`src/rtl/multicycle_control.sv`:
```
// rtl/multicycle_control.sv - multi-cycle MIPS control FSM with memory handshake
module multicycle_control #(
  parameter int ALU_CTRL_W    = 3,
  parameter bit ENABLE_ADDI   = 1'b1,
  parameter bit MEM_HANDSHAKE = 1'b1
) (
  input  logic                  clk,
  input  logic                  reset_n,
  input  logic [5:0]            opcode,
  input  logic [5:0]            funct,
  input  logic                  Zero,
  input  logic                  mem_ready,
  output logic                  IorD,
  output logic                  MemRead,
  output logic                  MemWrite,
  output logic                  IRWrite,
  output logic                  PCEn,
  output logic [1:0]            PCSrc,
  output logic                  ALUSrcA,
  output logic [1:0]            ALUSrcB,
  output logic [ALU_CTRL_W-1:0] ALUControl,
  output logic                  RegDst,
  output logic                  MemToReg,
  output logic                  RegWrite,
  output logic                  InstrDone,
  output logic                  Illegal
);

  localparam logic [3:0] S_FETCH   = 4'd0;
  localparam logic [3:0] S_DECODE  = 4'd1;
  localparam logic [3:0] S_MEMADR  = 4'd2;
  localparam logic [3:0] S_MEMRD   = 4'd3;
  localparam logic [3:0] S_MEMWB   = 4'd4;
  localparam logic [3:0] S_MEMWR   = 4'd5;
  localparam logic [3:0] S_EXEC    = 4'd6;
  localparam logic [3:0] S_ALUWB   = 4'd7;
  localparam logic [3:0] S_BRANCH  = 4'd8;
  localparam logic [3:0] S_ADDIEX  = 4'd9;
  localparam logic [3:0] S_ADDIWB  = 4'd10;
  localparam logic [3:0] S_JUMP    = 4'd11;
  localparam logic [3:0] S_ILLEGAL = 4'd12;

  localparam logic [5:0] OP_RTYPE = 6'b000000;
  localparam logic [5:0] OP_LW    = 6'b100011;
  localparam logic [5:0] OP_SW    = 6'b101011;
  localparam logic [5:0] OP_BEQ   = 6'b000100;
  localparam logic [5:0] OP_BNE   = 6'b000101;
  localparam logic [5:0] OP_J     = 6'b000010;
  localparam logic [5:0] OP_ADDI  = 6'b001000;

  localparam logic [2:0] ALU_ADD = 3'b010;
  localparam logic [2:0] ALU_SUB = 3'b110;
  localparam logic [2:0] ALU_AND = 3'b000;
  localparam logic [2:0] ALU_OR  = 3'b001;
  localparam logic [2:0] ALU_SLT = 3'b111;

  logic [3:0] r_state;
  logic [3:0] w_next;
  logic [5:0] r_op;
  logic [5:0] r_funct;
  logic       w_ready;
  logic       w_funct_ok;
  logic [2:0] w_alu_funct;
  logic [2:0] w_alu;
  logic       w_memread;
  logic       w_memwrite;
  logic       w_irwrite;
  logic       w_pcen;
  logic       w_regwrite;
  logic       w_done;
  logic       w_illegal;

  // With the handshake disabled the memory is assumed to finish every access in one cycle
  assign w_ready = MEM_HANDSHAKE ? mem_ready : 1'b1;

  // Legal R-type function codes, judged on the live funct during DECODE
  always_comb begin
    case (funct)
      6'b100000, 6'b100010, 6'b100100, 6'b100101, 6'b101010: w_funct_ok = 1'b1;
      default:                                               w_funct_ok = 1'b0;
    endcase
  end

  // ALU operation for R-type execute, taken from the captured funct
  always_comb begin
    case (r_funct)
      6'b100000: w_alu_funct = ALU_ADD;
      6'b100010: w_alu_funct = ALU_SUB;
      6'b100100: w_alu_funct = ALU_AND;
      6'b100101: w_alu_funct = ALU_OR;
      6'b101010: w_alu_funct = ALU_SLT;
      default:   w_alu_funct = ALU_ADD;
    endcase
  end

  // State register plus the opcode/funct snapshot taken at the end of DECODE
  always_ff @(posedge clk or negedge reset_n) begin
    if (!reset_n) begin
      r_state <= S_FETCH;
      r_op    <= 6'd0;
      r_funct <= 6'd0;
    end else begin
      r_state <= w_next;
      if (r_state == S_DECODE) begin
        r_op    <= opcode;
        r_funct <= funct;
      end
    end
  end

  // Next-state sequencing; DECODE dispatches on the live inputs, later states on the snapshot
  always_comb begin
    w_next = S_FETCH;
    case (r_state)
      S_FETCH:  w_next = w_ready ? S_DECODE : S_FETCH;
      S_DECODE: begin
        case (opcode)
          OP_RTYPE:      w_next = w_funct_ok ? S_EXEC : S_ILLEGAL;
          OP_LW, OP_SW:  w_next = S_MEMADR;
          OP_BEQ, OP_BNE: w_next = S_BRANCH;
          OP_J:          w_next = S_JUMP;
          OP_ADDI:       w_next = ENABLE_ADDI ? S_ADDIEX : S_ILLEGAL;
          default:       w_next = S_ILLEGAL;
        endcase
      end
      S_MEMADR:  w_next = (r_op == OP_LW) ? S_MEMRD : S_MEMWR;
      S_MEMRD:   w_next = w_ready ? S_MEMWB : S_MEMRD;
      S_MEMWB:   w_next = S_FETCH;
      S_MEMWR:   w_next = w_ready ? S_FETCH : S_MEMWR;
      S_EXEC:    w_next = S_ALUWB;
      S_ALUWB:   w_next = S_FETCH;
      S_BRANCH:  w_next = S_FETCH;
      S_ADDIEX:  w_next = S_ADDIWB;
      S_ADDIWB:  w_next = S_FETCH;
      S_JUMP:    w_next = S_FETCH;
      S_ILLEGAL: w_next = S_FETCH;
      default:   w_next = S_FETCH;
    endcase
  end

  // Per-state datapath controls; strobes are computed here and masked by reset below
  always_comb begin
    IorD       = 1'b0;
    PCSrc      = 2'b00;
    ALUSrcA    = 1'b0;
    ALUSrcB    = 2'b01;
    w_alu      = ALU_ADD;
    RegDst     = 1'b0;
    MemToReg   = 1'b0;
    w_memread  = 1'b0;
    w_memwrite = 1'b0;
    w_irwrite  = 1'b0;
    w_pcen     = 1'b0;
    w_regwrite = 1'b0;
    w_done     = 1'b0;
    w_illegal  = 1'b0;
    case (r_state)
      S_FETCH: begin
        w_memread = 1'b1;
        w_irwrite = w_ready;
        w_pcen    = w_ready;
      end
      S_DECODE: ALUSrcB = 2'b11;
      S_MEMADR: begin
        ALUSrcA = 1'b1;
        ALUSrcB = 2'b10;
      end
      S_MEMRD: begin
        ALUSrcB   = 2'b00;
        IorD      = 1'b1;
        w_memread = 1'b1;
      end
      S_MEMWB: begin
        ALUSrcB    = 2'b00;
        MemToReg   = 1'b1;
        w_regwrite = 1'b1;
        w_done     = 1'b1;
      end
      S_MEMWR: begin
        ALUSrcB    = 2'b00;
        IorD       = 1'b1;
        w_memwrite = 1'b1;
        w_done     = w_ready;
      end
      S_EXEC: begin
        ALUSrcA = 1'b1;
        ALUSrcB = 2'b00;
        w_alu   = w_alu_funct;
      end
      S_ALUWB: begin
        ALUSrcB    = 2'b00;
        RegDst     = 1'b1;
        w_regwrite = 1'b1;
        w_done     = 1'b1;
      end
      S_BRANCH: begin
        ALUSrcA = 1'b1;
        ALUSrcB = 2'b00;
        w_alu   = ALU_SUB;
        PCSrc   = 2'b01;
        w_pcen  = (r_op == OP_BNE) ? ~Zero : Zero;
        w_done  = 1'b1;
      end
      S_ADDIEX: begin
        ALUSrcA = 1'b1;
        ALUSrcB = 2'b10;
      end
      S_ADDIWB: begin
        ALUSrcB    = 2'b00;
        w_regwrite = 1'b1;
        w_done     = 1'b1;
      end
      S_JUMP: begin
        ALUSrcB = 2'b00;
        PCSrc   = 2'b10;
        w_pcen  = 1'b1;
        w_done  = 1'b1;
      end
      S_ILLEGAL: begin
        ALUSrcB   = 2'b00;
        w_illegal = 1'b1;
      end
      default: ;
    endcase
  end

  // ALUControl is zero-extended from the 3-bit operation code
  always_comb begin
    ALUControl      = '0;
    ALUControl[2:0] = w_alu;
  end

  // Every write enable and strobe is held off while reset is asserted
  assign MemRead   = w_memread  & reset_n;
  assign MemWrite  = w_memwrite & reset_n;
  assign IRWrite   = w_irwrite  & reset_n;
  assign PCEn      = w_pcen     & reset_n;
  assign RegWrite  = w_regwrite & reset_n;
  assign InstrDone = w_done     & reset_n;
  assign Illegal   = w_illegal  & reset_n;

endmodule

```
`config.mk`:
```
export PLATFORM = sky130hd
export DESIGN_NAME = multicycle_control
export DESIGN_NICKNAME = d
export VERILOG_FILES = /design/src/rtl/multicycle_control.sv
export SDC_FILE = /design/constraint.sdc
export NUM_CORES = 1
export LEC_CHECK = 0
export CORE_MARGIN = 5
export CORE_UTILIZATION = 43
export CTS_BUF_LIST = sky130_fd_sc_hd__clkbuf_4 sky130_fd_sc_hd__clkbuf_8 sky130_fd_sc_hd__clkbuf_16
export DETAILED_ROUTE_END_ITERATION = 16
export PLACE_DENSITY = 0.81
export SYNTH_ARGS = -nofsm -noshare
export SYNTH_HDL_FRONTEND = slang
export SYNTH_SLANG_ARGS = --single-unit
export TNS_END_PERCENT = 5
```
`constraint.sdc`:
```
create_clock -name clk -period 1.55 [get_ports clk]
set_clock_uncertainty 0.15 [all_clocks]
set_input_delay 0.3875 -clock clk [delete_from_list [all_inputs] [get_ports clk]]
set_output_delay 0.3875 -clock clk [all_outputs]
set_load 0.01 [all_outputs]
```
### Yosys cells after proc, flatten, opt, wreduce, memory -nomap -nowiden

Index checks and enable logic that the tools add are counted.

* flip-flop bits (word level): 16

* eq/ne operators: 29
* muxes and demuxes: 24
* reduce and logical (&&, ||, !) cells: 12
* bitwise gates (word level): 8

Operators by type and width (number)
* == test 6 bit (second input constant): 12
* one-hot mux 4 bit (7 select lines): 1
* == test 4 bit (second input constant): 5
* one-hot mux 4 bit (5 select lines): 1
* == test 6 x 3 -> 1 bit (second input constant): 3
* == test 4 x 3 -> 1 bit (second input constant): 4
* two-way mux 1 bit: 12
* one-hot mux 3 bit (4 select lines): 1
* OR reduction 2 bit: 5
* OR reduction 5 bit: 2
* two-way mux 3 bit: 3
* OR reduction 9 bit: 1
* == test 4 x 2 -> 1 bit (second input constant): 2
* bitwise AND 1 bit: 7
* == test 6 x 2 -> 1 bit (second input constant): 1
* == test 6 x 4 -> 1 bit (second input constant): 1
* logical NOT 6 bit: 1
* one-hot mux 2 bit (3 select lines): 1
* one-hot mux 3 bit (2 select lines): 1
* == test 4 x 1 -> 1 bit (second input constant): 1
* logical NOT 4 bit: 1
* two-way mux 4 bit: 1
* one-hot mux 2 bit (2 select lines): 1
* OR reduction 4 bit: 1
* other kinds (4): 4

### Logic depth before layout (Yosys ltp)

Gate-level depths: netlist of the first run.

* depth after elaboration: 6
* depth in mapped cells: 6

### Worst setup path after synthesis of the first run

Ideal clock, no wire load.

* path type: register to output
* start: register r_state[1]
* end: output PCEn
* data required time: 1012 ps
* setup slack: -358 ps
* path buffers: 2
* cell stages (with the launch flop): 6
* arrival: 1371 ps
* path through: dfrtp_1 -> buf_2 -> buf_2 -> nor3_1 -> nand3b_1 -> o32ai_1

* cells in the longest elaborated chain, start to end: 3
* elaborated cells on any way between the ends: 5
* those cells by class: eq/ne (2); mux (1); bitwise (1); reduce/logical (1)

Ends and longest elaborated chain
* from (decl): RTL line 57 `logic [3:0] r_state;`
* from (signal assigned): RTL line 103 `r_state <= w_next;`
* == test 4 bit / logical NOT 4 bit (equally long branches): RTL line 157 `case (r_state)`
* one-hot mux 1 bit (3 select lines) (*): RTL line 157
* bitwise AND 1 bit (*): RTL line 237 `assign PCEn = w_pcen & reset_n;`
* to (decl): RTL line 17 `output logic PCEn,`

Mark *: on every way between the ends. The rest lies on a longest branch, timed or not.

### Worst setup path after layout of the first run

* start: register r_state[3]
* end: output PCEn

Same word-level chain as after synthesis.

==> results.cfg, run 1 <==
[run_status]
outcome = finished, violations left
violations = setup timing

[yosys]
ys.flop_type = dfrtp_1
syn_avg_cell_area_sq_um = 7.339
synth_fa_ha_area_frac = 0
synth_xor_area_frac = 0.02183
netlist_top_cells_area = dfrtp_1 (33%), nand2_1 (14%), nor2_1 (5.0%)
synthDominantCellAreaShare = 0.3326
yosysTopAreaCell = dfrtp_1
yosysMostFrequentCell = nand2_1
synth_nets = 180
ys_ff_latch = 16
synth_warnings = 0
yosys-top-cells-count = nand2_1 (45), dfrtp_1 (16), nor2_1 (16)
ys_seq_area_frac = 0.3326
synth_top_family_by_area = simple AND/OR/NAND/NOR gates
synth_cells = 164
synth_compound_area_frac = 0.1414
yosysUniqueCellTypes = 38
synth_area_sq_um = 1204
yosys-mux-area-fraction = 0.01663
async_flop_share = 1.000
synth-edff-count = 0
synthSimpleGateAreaFrac = 0.4231

[floorplan]
initial_core_util = 0.4441
io_pins = 34
placementRows = 19
die-area_sq_um = 3957
die_h_um = 62.91
die_w_um = 62.91
fp.coreArea_sq_um = 2710

[worst_setup_path]
required_ps = 1010
crit_path_start_kind = flop
r2r_slack_ps = -180
crit_arrival_ps = 1590
r2r_start = r_state[0]$_DFF_PN0_
endpoint_kind = primary output
worst-r2r-cell-count = 7
critPathMaxFanout = 6
rr_endpoint = r_state[2]$_DFF_PN0_
worstSetupPathType = reg2out

[power]
p_int_uw = 1849
leakage_uw = 0.0009786
p_switching_uw = 1307
clockPowerShare = 0.066
seq_power_share = 0.249
comb_power_share = 0.686
p_sw_frac = 0.4140
ir_drop_uv = 1233
power_density_nw_per_um2 = 1540

[grt]
grt_usage = 0.2009
grt_max_degree = 17
grt_pass1_vias = 1516
grt_pass1_wl_um = 6603
antenna_found_initial = 0
grt_overflow_total = 0

[place]
gp_congestion = 0.8714
pre_cts_slack_ps = -939.0
hpwlAfterDp_um = 2907
port_buffers = 33

[clocking]
htreeDepth = 1
clk_latency_ps = 280
numCtsBuffers = 3
cts_buffer_depth = 2
cts-root-buf = clkbuf_4
clk_pin_slew_worst_paths_ps = 80
cts_tree = done
cts_num_sinks = 16

[sta]
rsz0062_at_grt = yes
hold_viol = 0
tightest_slew_ps = 265.4
slew_violations = 0
fin_ws_ps = -579.2
max_slew_margin = 0.8223
tns_ps = -9441
setup_violations = 33
timing.final.crit_period_ps = 2129
fin_crit_sh = 1.374
fmax_mhz = 469.7

[cells_and_area]
regArea_sq_um = 404.1
fillers = 190
area_growth_pct = 70.27
antennaDiodeCount = 0
drive_above_1_share = 0.4174
multi_input_area_sq_um = 867.1
nets = 260

[flow_run]
maxCapViolations = 0

[drt]
routed_via_density = 5.590
drc = 0
dr.pass1.iters = 5
ant_nets = 0
post_drt_wl_per_cell_um = 15.69
wl_um = 4284
num_vias = 1526
first_iter_violations = 108

[worst_hold_path]
holdCritPathClass = in2async
[cells in the final DEF, fill, tap and decap left out, drive strengths merged, types with 2 or more instances in the layout]
cell,count
a21oi,5
a31oi,3
buf,69
clkbuf,5
clkdlybuf4s50,9
dfrtp,16
dlygate4sd2,7
inv,3
mux2i,2
nand2,45
nand2b,9
nand3b,2
nand4b,4
nor2,16
nor2b,4
nor3,10
nor3b,6
o21ai,3
o21bai,2
o22ai,3
xnor2,2
[sequential cells by signal (all words and copies together) (netlist names)]
register and count:
r_funct 6, r_op 6, r_state 4
[critical path: stages, from the launching register on]
cell	delay, ps
dfrtp_2	460
buf_4	160
nor4b_4	250
a31oi_1	80
o32ai_2	200
buf_2	170
[how the worst max path moves through the flow]
stage | startpoint | endpoint | slack (ps) | cells past startpoint
finish | r_state[3]$_DFF_PN0_ | PCEn | -580 | 5
global route | r_state[3]$_DFF_PN0_ | PCEn | -650 | 5
CTS | r_state[0]$_DFF_PN0_ | ALUSrcB[1] | -560 | 6
detailed placement | mem_ready | PCEn | -940 | 5
global placement | mem_ready | PCEn | -920 | 5
floorplan | r_state[1]$_DFF_PN0_ | PCEn | -180 | 5
[power by group through the flow]
| stage | Clock (uW) | Sequential (uW) | Combinational (uW) |
|---|---|---|---|
| floorplan | 0 | 688 | 1000 |
| global placement | 0 | 757 | 1750 |
| detailed placement | 0 | 768 | 1820 |
| CTS | 207 | 768 | 1950 |
| global route | 233 | 806 | 2350 |
| finish | 208 | 785 | 2160 |
[metal layers]
metal	routed length [um]	GRT usage
met1	1677	0.2238
met2	2310	0.3782
met3	236	0.03597
met4	60	0.06101
met5	0	0
[cells by family (layout without fill, tap and decap cells)]
kind of cell | count (synthesis) | after routing
AO/OA/AOI/OAI | 25 | 25
AND/OR/NAND/NOR | 102 | 102
XOR/XNOR | 3 | 3
buffers and inverters | 16 | 94
multiplexers | 2 | 2
flip-flops | 16 | 16
[repair_timing]
| item | CTS | global route |
|---|---|---|
| buffers inserted | 8 | 3 |
| endpoints found under the hold margin | 0 | 0 |
| resized for setup | 88 | 25 |
| setup endpoints to repair | 33 | 33 |
| pin swaps | 10 | 8 |
| hold buffers | 0 | 0 |
[area by class of cell]
class	count	share of cell area
sequential	16	0.1972
inverter	3	0.005494
timing repair buffer	88	0.3443
multi-input combinational	132	0.4231
clock buffer	3	0.01099
tap	31	0.01893
[through the flow]
stage               hold slack, ps  instances  utilization  cell area [sq um]  total power (uW)
global placement             302.4        259       0.6847               1856              2509
CTS                          127.3        270       0.7198               1951              2921
detailed placement           313.3        259       0.6847               1856              2584
floorplan                   -58.09        164            -               1235              1688
global route                 137.6        273       0.7562               2049              3390
finish                       110.8        273       0.7562               2049              3156
Power figures use the tool's default switching activity.
==> inputs of run 2 (changes only) <==
- clock period: 1.55 -> 1.7 ns (I/O delays scaled with it)
==> run 2 against run 1 <==
Effect of this change:
- the run still ends with setup timing left
- cell area down 1.4%
- critical path depth unchanged
- flip-flop and latch count is the same
- sequential share of layout area grew 0.28 points
- clock power is 25% higher
- combinational power down 12%
- via count is 2.1% lower
- first-iteration DRC count fell by 37%
- die area did not move
- count of clock-buffer cells in the layout up 1
- cell count fell by 1.1%
- largest power group unchanged
==> results.cfg, run 2 (same netlist as run 1, synthesis figures left out) <==
[cells_and_area]
final_common_cell = nand2_1
finalNonFillerCells = 270
final_util = 0.7456
nets = 256
top_regs = r_funct x6, r_op x6, r_state x4
drive_above_1_share = 0.4100
final_area_sq_um = 2021
layout_common_cells = nand2_1 (45), buf_4 (42), buf_2 (15)
antennaDiodeCount = 0
area_growth_pct = 67.88

[grt]
antenna_found_initial = 0
grt_max_degree = 17
grt_pass1_wl_um = 7307
grt_usage = 0.2277
grt_pass1_vias = 1623
grt_overflow_total = 0

[drt]
routed_via_density = 5.533
dr.pass1.iters = 4
ant_nets = 0
post_drt_wl_per_cell_um = 15.22
wl_um = 4109
drc = 0
num_vias = 1494
first_iter_violations = 68

[floorplan]
io_pins = 34
initial_core_util = 0.4441
die_h_um = 62.91
die-area_sq_um = 3957
fp.coreArea_sq_um = 2710
placementRows = 19
die_w_um = 62.91

[place]
dpl-instance-area_sq_um = 1833
hpwlAfterDp_um = 3070
gp_congestion = 0.9543
dp_cells = 256
port_buffers = 33

[worst_setup_path]
crit_path_start_kind = flop
worstSetupPathType = reg2out
r2r_slack_ps = 10
worst-r2r-cell-count = 6
path_cells = buf_4 -> nor4b_4 -> a31oi_2 -> o32ai_2 -> buf_2
crit_arrival_ps = 1630
cp_slowest_stage_delay_ps = 460
r2r_start = r_state[1]$_DFF_PN0_
rr_endpoint = r_state[2]$_DFF_PN0_
path_buf_inv = 2
endpoint_kind = primary output
required_ps = 1120
critPathMaxFanout = 5
startpoint = r_state[3]$_DFF_PN0_
crit_path_top_delay_cell = dfrtp_2
cp_top_family = flip-flops

[clocking]
clk_latency_ps = 300
cts_num_sinks = 16
cts_hold_buf = 0
cts_tree = done
htreeDepth = 1
cts_buffer_depth = 2
numCtsBuffers = 3
clk_pin_slew_worst_paths_ps = 100
cts-root-buf = clkbuf_4

[power]
leakage_uw = 0.0009490
ir_drop_uv = 941.7
comb_power_share = 0.667
p_int_uw = 1695
p_sw_frac = 0.4093
power_density_nw_per_um2 = 1420
clockPowerShare = 0.090
seq_power_share = 0.243
p_switching_uw = 1175

[sta]
fin_crit_sh = 1.295
fin_ws_ps = -500.9
max_slew_margin = 0.7481
hold_slack_ps = 39.85
tns_ps = -7076
slew_violations = 0
tightest_slew_ps = 377.0
fmax_mhz = 454.4
rsz0062_at_grt = yes
timing.final.crit_period_ps = 2201
setup_violations = 18
hold_viol = 0

[run_status]
violations = setup timing
outcome = finished, violations left

[worst_hold_path]
holdCritPathClass = in2async

[flow_run]
maxCapViolations = 0
## run 2: cell count changes in the layout (fill, tap and decap cells not counted), sizes merged
| cell | before | now |
|---|---|---|
| buf | 69 | 65 |
| clkdlybuf4s15 | 1 | 3 |
| clkdlybuf4s50 | 9 | 12 |
| dlygate4sd2 | 7 | 2 |
| dlymetal6s2s | 0 | 1 |
## run 2: timing repair
item,4_1_cts,5_1_grt
hold endpoints to repair,0,0
setup endpoints to repair,21,33
setup buffers,9,1
gates resized for setup,97,12
pin swaps,7,2
## run 2: how the worst max path moves through the flow
stage	to	slack, ps	cells after the start
3_3_place_gp	PCEn	-830	5
6_report	PCEn	-500	5
4_1_cts	PCEn	-470	5
2_1_floorplan	PCEn	-70	5
5_1_grt	PCEn	-560	6
3_5_place_dp	PCEn	-890	5
## run 2: power groups by stage
stage               Combinational (uW)  Sequential, uW  Clock, uW
floorplan                          912             627          0
global placement                  1580             680          0
detailed placement                1660             696          0
CTS                               1850             689        262
global route                      2100             713        279
finish                            1910             697        259
## run 2: cell type report
cell class	count	area (sq um)
tap	31	38.79
multi-input combinational	132	860.8
clock buffer	4	36.28
timing repair buffer	84	669.4
sequential	16	404.1
inverter	3	11.26
fill	198	689.4
## run 2: layer usage
layer | GRT usage | routed length, um | share of wire | vias to the layer above
li1 | - | - | - | 714
met1 | 0.2248 | 1570 | 0.38 | 709
met2 | 0.4218 | 2158 | 0.53 | 54
met3 | 0.04317 | 208 | 0.051 | 17
met4 | 0.1485 | 172 | 0.042 | 0
met5 | 0 | 0 | 0 | -
## run 2: stage by stage
stage	total power [uW]	setup slack, ps
after floorplan	1539	-65.53
after global placement	2256	-831.4
after detailed placement	2353	-892.8
after CTS	2801	-472.8
after global routing	3090	-564.0
final	2870	-500.9
